File: src/rtl/vga_timing_gen.sv
`default_nettype none
// ============================================================================
//  Module      : vga_timing_gen
//  Description : Parametrised VGA raster timing generator. Produces hsync,
//                vsync and data-enable, active-area pixel coordinates for the
//                draw logic, and blank-gated RGB output. A ce-qualified delay
//                line on the sync/enable path compensates draw latency.
//  Revision    : 1.0 - initial release
// ============================================================================
module vga_timing_gen #(
  parameter int H_ACTIVE = 1440,
  parameter int H_FP     = 80,
  parameter int H_SYNC   = 152,
  parameter int H_BP     = 232,
  parameter int V_ACTIVE = 900,
  parameter int V_FP     = 1,
  parameter int V_SYNC   = 3,
  parameter int V_BP     = 28,
  parameter bit HS_POL   = 1'b1,
  parameter bit VS_POL   = 1'b1,
  parameter int PIPE_LAT = 0,
  parameter int CW       = 4,
  parameter int XW       = 11,
  parameter int YW       = 11
) (
  input  logic            clk,
  input  logic            rst,
  input  logic            ce,
  input  logic [3*CW-1:0] draw_rgb,
  output logic [XW-1:0]   curr_x,
  output logic [YW-1:0]   curr_y,
  output logic            coord_valid,
  output logic            line_start,
  output logic            frame_start,
  output logic            hsync,
  output logic            vsync,
  output logic            de,
  output logic [3*CW-1:0] pix_rgb
);

  // --------------------------------------------------------------------------
  // Derived timing constants
  // --------------------------------------------------------------------------
  localparam int H_TOTAL = H_SYNC + H_BP + H_ACTIVE + H_FP;
  localparam int V_TOTAL = V_SYNC + V_BP + V_ACTIVE + V_FP;
  // One extra count of headroom so the active-end boundary always fits,
  // even with a zero-length front porch.
  localparam int HCW     = $clog2(H_TOTAL + 1);
  localparam int VCW     = $clog2(V_TOTAL + 1);

  localparam logic [HCW-1:0] c_h_last    = HCW'(H_TOTAL - 1);
  localparam logic [VCW-1:0] c_v_last    = VCW'(V_TOTAL - 1);
  localparam logic [HCW-1:0] c_h_sync    = HCW'(H_SYNC);
  localparam logic [VCW-1:0] c_v_sync    = VCW'(V_SYNC);
  localparam logic [HCW-1:0] c_h_act_beg = HCW'(H_SYNC + H_BP);
  localparam logic [HCW-1:0] c_h_act_end = HCW'(H_SYNC + H_BP + H_ACTIVE);
  localparam logic [VCW-1:0] c_v_act_beg = VCW'(V_SYNC + V_BP);
  localparam logic [VCW-1:0] c_v_act_end = VCW'(V_SYNC + V_BP + V_ACTIVE);

  // --------------------------------------------------------------------------
  // Elaboration-time parameter sanity checks
  // --------------------------------------------------------------------------
  if ((PIPE_LAT < 0) || (PIPE_LAT > 7)) begin : g_chk_lat
    $error("vga_timing_gen: PIPE_LAT must be in 0..7");
  end
  if (H_ACTIVE > (1 << XW)) begin : g_chk_xw
    $error("vga_timing_gen: H_ACTIVE does not fit in XW bits");
  end
  if (V_ACTIVE > (1 << YW)) begin : g_chk_yw
    $error("vga_timing_gen: V_ACTIVE does not fit in YW bits");
  end

  // --------------------------------------------------------------------------
  // Raster counters
  // --------------------------------------------------------------------------
  logic [HCW-1:0] hcount_q, hcount_d;
  logic [VCW-1:0] vcount_q, vcount_d;

  // Next raster position: vertical advances only when the line wraps.
  always_comb begin
    hcount_d = hcount_q;
    vcount_d = vcount_q;
    if (hcount_q == c_h_last) begin
      hcount_d = '0;
      if (vcount_q == c_v_last) begin
        vcount_d = '0;
      end else begin
        vcount_d = vcount_q + 1'b1;
      end
    end else begin
      hcount_d = hcount_q + 1'b1;
    end
  end

  // Counter registers: reset restarts at the frame origin, ce gates advance.
  always_ff @(posedge clk) begin
    if (!rst) begin
      hcount_q <= '0;
      vcount_q <= '0;
    end else if (ce) begin
      hcount_q <= hcount_d;
      vcount_q <= vcount_d;
    end
  end

  // --------------------------------------------------------------------------
  // Stage 0: undelayed decode from the counters
  // --------------------------------------------------------------------------
  logic w_h_act;
  logic w_v_act;
  logic w_hs_raw;
  logic w_vs_raw;
  logic w_de_raw;

  // Active-window decode, coordinates and line/frame pulses.
  always_comb begin
    w_h_act     = (hcount_q >= c_h_act_beg) && (hcount_q < c_h_act_end);
    w_v_act     = (vcount_q >= c_v_act_beg) && (vcount_q < c_v_act_end);
    coord_valid = w_h_act & w_v_act;
    // Inside the window the offset is below H_ACTIVE/V_ACTIVE, so the
    // resize to XW/YW never drops significant bits.
    curr_x      = w_h_act ? XW'(hcount_q - c_h_act_beg) : '0;
    curr_y      = w_v_act ? YW'(vcount_q - c_v_act_beg) : '0;
    w_hs_raw    = (hcount_q < c_h_sync);
    w_vs_raw    = (vcount_q < c_v_sync);
    w_de_raw    = coord_valid;
    line_start  = ce && (hcount_q == '0);
    frame_start = ce && (hcount_q == '0) && (vcount_q == '0);
  end

  // --------------------------------------------------------------------------
  // Sync / enable delay line (active-sense bits; 0 means inactive)
  // --------------------------------------------------------------------------
  logic [2:0] w_raw;
  logic [2:0] w_dly;

  assign w_raw = {w_hs_raw, w_vs_raw, w_de_raw};

  if (PIPE_LAT == 0) begin : g_direct
    assign w_dly = w_raw;
  end else begin : g_pipe
    logic [2:0] dly_q [PIPE_LAT];

    // Shift register advancing on ce; reset clears every stage to inactive.
    always_ff @(posedge clk) begin
      if (!rst) begin
        for (int i = 0; i < PIPE_LAT; i++) begin
          dly_q[i] <= '0;
        end
      end else if (ce) begin
        dly_q[0] <= w_raw;
        for (int i = 1; i < PIPE_LAT; i++) begin
          dly_q[i] <= dly_q[i-1];
        end
      end
    end

    assign w_dly = dly_q[PIPE_LAT-1];
  end

  // --------------------------------------------------------------------------
  // Output polarity and blanking
  // --------------------------------------------------------------------------
  // Apply sync polarity and force RGB to zero outside the data-enable window.
  always_comb begin
    hsync   = HS_POL ? w_dly[2] : ~w_dly[2];
    vsync   = VS_POL ? w_dly[1] : ~w_dly[1];
    de      = w_dly[0];
    pix_rgb = w_dly[0] ? draw_rgb : '0;
  end

endmodule
`default_nettype wire

File: config.mk
export PLATFORM = sky130hd
export DESIGN_NAME = vga_timing_gen
export DESIGN_NICKNAME = d
export VERILOG_FILES = /design/src/rtl/vga_timing_gen.sv
export SDC_FILE = /design/constraint.sdc
export NUM_CORES = 1
export LEC_CHECK = 0
export CORE_MARGIN = 2
export CORE_UTILIZATION = 41
export DETAILED_ROUTE_END_ITERATION = 12
export PLACE_DENSITY = 0.76
export SYNTH_ARGS = -nofsm -noshare
export SYNTH_HDL_FRONTEND = slang
export SYNTH_SLANG_ARGS = --single-unit
File: constraint.sdc
create_clock -name clk -period 2.1 [get_ports clk]
set_input_delay 0.315 -clock clk [delete_from_list [all_inputs] [get_ports clk]]
set_output_delay 0.315 -clock clk [all_outputs]
set_load 0.05 [all_outputs]
==> results of run 1 <==
[sequential cells by signal, summed over array words and instances, names as in the netlist]
name and cells:
hcount_q 11, vcount_q 10
[cells in the final DEF, fill, tap and decap left out, types with 2 or more instances in the layout]
cell / netlist / final
xor2_1: 4 / 4
buf_4: 1 / 34
a22oi_1: 2 / 2
and3_4: 0 / 2
nor2_2: 0 / 8
o31ai_1: 6 / 5
o2111ai_1: 2 / 2
nand2_1: 10 / 10
dfxtp_2: 0 / 5
buf_12: 0 / 33
xnor2_1: 13 / 13
nand2b_1: 2 / 2
or3_4: 0 / 2
nor2_1: 27 / 15
nor4_4: 0 / 2
o21ai_0: 3 / 2
nor2_4: 0 / 4
and2_1: 18 / 6
clkbuf_8: 0 / 3
nor3_1: 4 / 2
o21bai_1: 2 / 2
dfxtp_1: 21 / 15
nand3b_1: 2 / 2
and2_2: 0 / 7
nor4_1: 6 / 3
o211ai_1: 4 / 4
clkdlybuf4s50_1: 0 / 14
nand3_1: 16 / 15
buf_8: 0 / 2
inv_1: 12 / 12
buf_6: 2 / 8
and3_1: 7 / 4
nor3_4: 0 / 2
and4_1: 4 / 4
nand4_1: 4 / 4
ha_1: 7 / 6
and2_4: 0 / 5
a21oi_1: 2 / 2
[power by group through the flow]
stage	combinational [uW]	clock, uW	sequential [uW]
final	108	272	405
after global routing	115	287	406
after CTS	108	271	406
after detailed placement	110	0	416
after global placement	109	0	415
after floorplan	48.0	0	415
[critical path: cells and delay by family, from the launching register on]
family                 cells  cell delay (ns)
and+or+nand+nor            3             0.93
buffers and inverters      3             0.46
DFF                        1             0.32
AOI/OAI and AO/OA          1             0.10
[cell usage after synthesis (2+ instances only)]
master	instances
nor2_1	27
dfxtp_1	21
and2_1	18
nand3_1	16
clkbuf_1	14
xnor2_1	13
inv_1	12
nand2_1	10
and3_1	7
ha_1	7
nor4_1	6
o31ai_1	6
and4_1	4
nand4_1	4
nor3_1	4
o211ai_1	4
xor2_1	4
buf_2	3
o21ai_0	3
or3_1	3
a21oi_1	2
a22oi_1	2
buf_6	2
nand2b_1	2
nand3b_1	2
o2111ai_1	2
o21bai_1	2
[cells by family (layout without fill, tap and decap cells)]
family,after synthesis,in the layout
buffers and inverters,32,107
xor gates and xnor gates,17,17
AOI/OAI and AO/OA,32,32
DFF,21,21
and+or+nand+nor,109,109
adders and majority gates,7,7
[how the worst max path moves through the flow]
stage	start	endpoint	slack, ns	cells after the start
final	vcount_q[6]$_SDFFE_PN0P_	pix_rgb[0]	-0.29	7
after detailed placement	vcount_q[4]$_SDFFE_PN0P_	pix_rgb[0]	-0.02	6
after floorplan	vcount_q[1]$_SDFFE_PN0P_	curr_y[10]	-0.28	6
after global routing	vcount_q[6]$_SDFFE_PN0P_	pix_rgb[0]	-0.35	7
after CTS	vcount_q[4]$_SDFFE_PN0P_	pix_rgb[0]	-0.27	6
after global placement	vcount_q[5]$_SDFFE_PN0P_	curr_y[3]	0.01	6
[cell type report]
type	count	area, sq um	area share
Multi-Input combinational cell	165	1300	0.425
Sequential cell	21	430	0.141
Timing Repair Buffer	91	1180	0.384
Tap cell	50	62.6	0.0204
Inverter	12	45.0	0.0147
Clock buffer	4	45.0	0.0147
[stage by stage]
step                      hold WS (ns)   util
final                            0.533  0.776
after global routing             0.555  0.776
after CTS                        0.527  0.752
after detailed placement         0.515  0.714
after global placement           0.490  0.714
after floorplan                  0.463      -
[routing by layer]
| layer | vias up | track usage | routed length (microns) | share of wire |
|---|---|---|---|---|
| li1 | 915 | - | - | - |
| met1 | 902 | 0.303 | 2160 | 0.41 |
| met2 | 97 | 0.401 | 2640 | 0.50 |
| met3 | 9 | 0.0267 | 416 | 0.078 |
| met4 | 0 | 0.0689 | 86 | 0.016 |
| met5 | - | 0 | 0 | 0 |
[timing repair]
action                                 CTS  global route
gates cloned                             0             0
endpoints found under the hold margin    0             0
hold buffers                             0             0
setup buffers                            1             2
gates resized for setup                 22            22
pin swaps                                4             9
setup endpoints to repair               33            39
==> impl_metrics.csv, run 1 <==
group,metric,value,unit
logic_synthesis,synth_seq_cells,21,
pwr,power.internal,595,uW
detailed_routing,vias,1923,
clock_network,cts_inserted_buffers,3,
layout,syn2layout_area_growth,85.4,%
critical_path,cpMostUsedCell,"buf_12",
pwr,p_leak,0.00120,uW
logic_synthesis,yosys.area_share.simple,0.356,
logic_synthesis,async_flop_share,0,
global_route,grt_pass1_wl,8.14,mm
place,dp_hpwl,3.82,mm
layout,drive_gt1_frac,0.454,
detailed_routing,ant_nets,0,
place,place.port_buffers,54,
sta,finalSetupTns,-6.01,ns
detailed_routing,drt-pass1-iter-count,5,
sta,finalCritPeriodShare,1.14,
sta,setup_ws,-0.286,ns
floorplanning,initial_core_util,0.419,
logic_synthesis,synthMuxAreaShare,0,
run_status,status,"finished with violations",
global_route,grt_max_degree,15,
logic_synthesis,synth_compound_area_frac,0.159,
critical_path,critical_path_class,"flop to primary output",
layout,final_nets,316,
critical_path,critical_path.max_fanout,14,
floorplanning,num_rows,23,
logic_synthesis,synth_cell_types,45,
clock_network,cts_sinks,21,
worst_hold_path,hp-class,"flop to flop",
critical_path,r2r.worst_path.cells,5,
critical_path,cp_slowest_stage_delay,0.54,ns
logic_synthesis,netlist_area,1650,sq um
detailed_routing,finalWirelength,5.31,mm
critical_path,cp-start-kind,"flop",
logic_synthesis,synth_top_area_cell,"dfxtp_1",
logic_synthesis,synth_cells,218,
sta,final-max-slew-violation-count,0,
pwr,vdd_ir_drop_max,0.000225,V
sta,tightestPinTransition,0.376,ns
pwr,power.density,257,nW/um^2
layout,final_area,3060,sq um
detailed_routing,vias_per_cell,5.61,
pwr,clockPowerShare,0.347,
pwr,p_sw,191,uW
clock_network,htree_levels,1,
layout,n_fill_cell,234,
detailed_routing,drt_iter0_markers,97,
logic_synthesis,syn_nets,240,
place,place.gp.congestion,0.905,
layout,fin_cells,343,
sta,period_minus_slack,2.39,ns
logic_synthesis,synth-edff-count,0,
place,dp_cells,336,
global_route,grt_util_all_layers,0.232,
floorplanning,io_pins,55,
sta,skew,0.00228,ns
logic_synthesis,synth_area_leaders,"dfxtp_1 (25%), xnor2_1 (6.9%), and2_1 (6.8%)",
critical_path,cp.required,1.78,ns
floorplanning,design.core.area,3940,sq um
logic_synthesis,synthXorXnorAreaFrac,0.0902,
detailed_routing,drcViolationCount,0,
global_route,antenna_found_initial,0,
critical_path,reg2reg_to,"vcount_q[1]$_SDFFE_PN0P_",
flow_run,maxCapViolations,0,
run_status,failed_checks,"setup timing",
global_route,overflow,0,
pwr,power_frac_seq,0.516,
critical_path,critPathCaptureType,"primary output",
logic_synthesis,ys_warn_count,0,
sta,rsz0062_at_grt,"true",
floorplanning,die_h,67.4,microns
place,dpl-instance-area,2820,sq um
floorplanning,die_width,67.4,microns
logic_synthesis,synth_top_cell_area_share,0.255,
sta,finalHoldViolCount,0,
layout,diodes,0,
logic_synthesis,synth-main-ff-cell,"dfxtp_1",
pwr,swShare,0.243,
logic_synthesis,synth-adder-area-share,0.0531,
worst_hold_path,min_from,"hcount_q[1]$_SDFFE_PN0P_",
logic_synthesis,syn_area_per_cell,7.57,sq um
logic_synthesis,synth-seq-area-share,0.255,
clock_network,clkSlewWorstSetupHoldPaths,0.08,ns
pwr,combPwrFrac,0.138,
critical_path,arrival,2.07,ns
worst_hold_path,holdPathStages,2,
clock_network,root_buffer,"clkbuf_8",
sta,setup_viol,26,
clock_network,cts_max_path_buffers,2,
place,dp_slack,-0.0165,ns
critical_path,slowest_stage,"or4_4",
critical_path,worstPathCellList,"or4_4 > buf_4 > nor3_4 > a211oi_4 > buf_12 > and2_2 > buf_12",
clock_network,cts_tree,"done",
pwr,power,786,uW
critical_path,rrSetupSlack,0.31,ns
critical_path,worst_r2r_startpoint,"vcount_q[4]$_SDFFE_PN0P_",
worst_hold_path,hold_end,"hcount_q[1]$_SDFFE_PN0P_",
logic_synthesis,synth_top_family_by_area,"simple AND/OR/NAND/NOR gates",
sta,relSlewSlack,0.749,
global_route,grt_pass1_vias,1737,
clock_network,clock_latency,0.26,ns
sta,max_freq,419,MHz
floorplanning,die_area,4550,sq um
detailed_routing,wl_per_cell,15.5,microns
Power figures use the tool's default switching activity.
==> run 2: changes to the inputs <==
--- a/config.mk
+++ b/config.mk
@@ -5,10 +5,9 @@
 export SDC_FILE = /design/constraint.sdc
 export NUM_CORES = 1
 export LEC_CHECK = 0
-export CORE_MARGIN = 2
 export CORE_UTILIZATION = 41
 export DETAILED_ROUTE_END_ITERATION = 12
-export PLACE_DENSITY = 0.76
+export PLACE_DENSITY_LB_ADDON = 0.25
 export SYNTH_ARGS = -nofsm -noshare
 export SYNTH_HDL_FRONTEND = slang
 export SYNTH_SLANG_ARGS = --single-unit
==> impl_metrics.csv, run 2 (synthesized netlist as in run 1, its figures left out) <==
group,metric,value,unit
detailed_routing,dr_wl_met3,379,microns
run_status,failed_checks,"setup timing",
clock_network,root_buffer,"clkbuf_8",
critical_path,critical_path_class,"flop to primary output",
sta,tightestPinTransition,0.327,ns
sta,skew,0.00577,ns
pwr,p_leak,0.00119,uW
layout,diodes,0,
floorplanning,initial_core_util,0.438,
flow_run,maxCapViolations,0,
detailed_routing,drcViolationCount,0,
global_route,grt_pass1_vias,1659,
detailed_routing,ant_nets,0,
global_route,overflow,0,
worst_hold_path,hp-class,"flop to flop",
clock_network,htree_levels,1,
pwr,power.density,259,nW/um^2
critical_path,crit_family,"simple AND/OR/NAND/NOR gates",
place,place.port_buffers,54,
floorplanning,num_rows,22,
sta,setup_viol,26,
sta,final-max-slew-violation-count,0,
sta,setup_ws,-0.262,ns
run_status,status,"finished with violations",
layout,final_cell_mix,"buf_4 (35), buf_12 (32), dfxtp_1 (17)",
critical_path,cp.required,1.78,ns
detailed_routing,wl_met2,2.29,mm
layout,layout_commonest_cell,"buf_4",
detailed_routing,vias_per_cell,5.45,
floorplanning,io_pins,55,
place,dp_hpwl,3.74,mm
floorplanning,design.core.area,3770,sq um
sta,finalSetupTns,-5.64,ns
sta,rsz0062_at_grt,"true",
clock_network,cts_tree,"done",
sta,max_freq,423,MHz
floorplanning,die_area,4280,sq um
layout,final_area,3050,sq um
clock_network,clkSlewWorstSetupHoldPaths,0.08,ns
detailed_routing,finalWirelength,4.88,mm
critical_path,critical_path.max_fanout,6,
sta,relSlewSlack,0.782,
clock_network,clock_latency,0.27,ns
layout,ff_latch_area,425,sq um
critical_path,crit_buf_inv,2,
global_route,antenna_found_initial,0,
layout,drive_gt1_frac,0.457,
floorplanning,die_width,65.4,microns
clock_network,cts_inserted_buffers,3,
critical_path,cp_slowest_stage_delay,0.56,ns
floorplanning,die_h,65.4,microns
layout,n_fill_cell,230,
sta,finalCritPeriodShare,1.12,
detailed_routing,wl_per_cell,14.3,microns
global_route,grt_pass1_wl,7.85,mm
place,dpl-instance-area,2810,sq um
detailed_routing,routed.top_layer,"met4",
global_route,grt_util_all_layers,0.236,
critical_path,cp-start-kind,"flop",
global_route,grt_max_degree,15,
layout,largest_register_ffs,11,
layout,top_register,"hcount_q",
critical_path,cpMostUsedCell,"buf_6",
sta,period_minus_slack,2.36,ns
detailed_routing,vias,1857,
layout,multi_input_area,1310,sq um
detailed_routing,drt_iter0_markers,106,
critical_path,arrival,2.05,ns
critical_path,worstPathCellList,"or4_4 > or3_4 > o21ai_4 > buf_6 > nor2_2 > buf_6",
pwr,vdd_ir_drop_max,0.000347,V
layout,final_nets,316,
layout,postLayoutCoreUtil,0.808,
layout,largestRegisters,"hcount_q x11, vcount_q x10",
clock_network,cts_sinks,21,
critical_path,slowest_stage,"or4_4",
detailed_routing,drt-met1-wl,2.17,mm
layout,syn2layout_area_growth,84.7,%
sta,finalHoldViolCount,0,
place,place.gp.congestion,0.876,
critical_path,critPathCaptureType,"primary output",
detailed_routing,drt-pass1-iter-count,4,
clock_network,cts_max_path_buffers,2,
run 2: cell count changes in the layout (fill, tap and decap cells not counted), moves of 2 or more:
cell	change
dfxtp_1	+2
and2_4	+7
nor2_4	-3
and2_2	-7
nor2_2	+4
run 2: path summary, 6_finish.rpt:
kind	start	to	slack (ns)	cells after the start
hold reg to reg	hcount_q[1]$_SDFFE_PN0P_	hcount_q[1]$_SDFFE_PN0P_	0.54	2
setup reg to reg	vcount_q[4]$_SDFFE_PN0P_	vcount_q[1]$_SDFFE_PN0P_	0.33	5
setup / recovery	vcount_q[5]$_SDFFE_PN0P_	curr_y[3]	-0.26	6
hold / removal	hcount_q[1]$_SDFFE_PN0P_	hcount_q[1]$_SDFFE_PN0P_	0.54	2
run 2: final cells by class:
class	count	area share
Multi-Input combinational cell	165	0.430
Timing Repair Buffer	91	0.381
Sequential cell	21	0.140
Tap cell	48	0.0197
Inverter	12	0.0148
Clock buffer	3	0.0135
Clock inverter	1	0.00164
run 2: metrics by stage:
stage / hold slack, ns / power, uW / std cells / setup slack, ns
floorplan: 0.463 / 463 / 218 / -0.278
global placement: 0.488 / 525 / 333 / 0.00994
detailed placement: 0.509 / 527 / 333 / -0.0479
CTS: 0.532 / 794 / 340 / -0.243
global route: 0.578 / 824 / 341 / -0.321
finish: 0.538 / 791 / 341 / -0.262
run 2: power by group:
part | total (uW) | switching [uW] | internal (uW)
Sequential | 406 | 4.66 | 402
Combinational | 110 | 50.0 | 59.7
Clock | 275 | 142 | 132
Total | 791 | 197 | 594
run 2: tightest hold or removal path, stage by stage (launching register included):
cell	delay, ns
dfxtp_1	0.35
nand2b_1	0.09
a21oi_1	0.06
run 2: timing repair:
action	in CTS	in global routing
setup buffers	3	1
setup endpoints to repair	33	36
resized for setup	24	20
pin swaps	2	3
hold endpoints to repair	0	0
hold buffers	0	0
run 2: layer usage:
layer | GRT usage | up-vias
met5 | 0 | -
li1 | - | 913
met4 | 0.0761 | 0
met1 | 0.318 | 854
met3 | 0.0278 | 4
met2 | 0.389 | 86
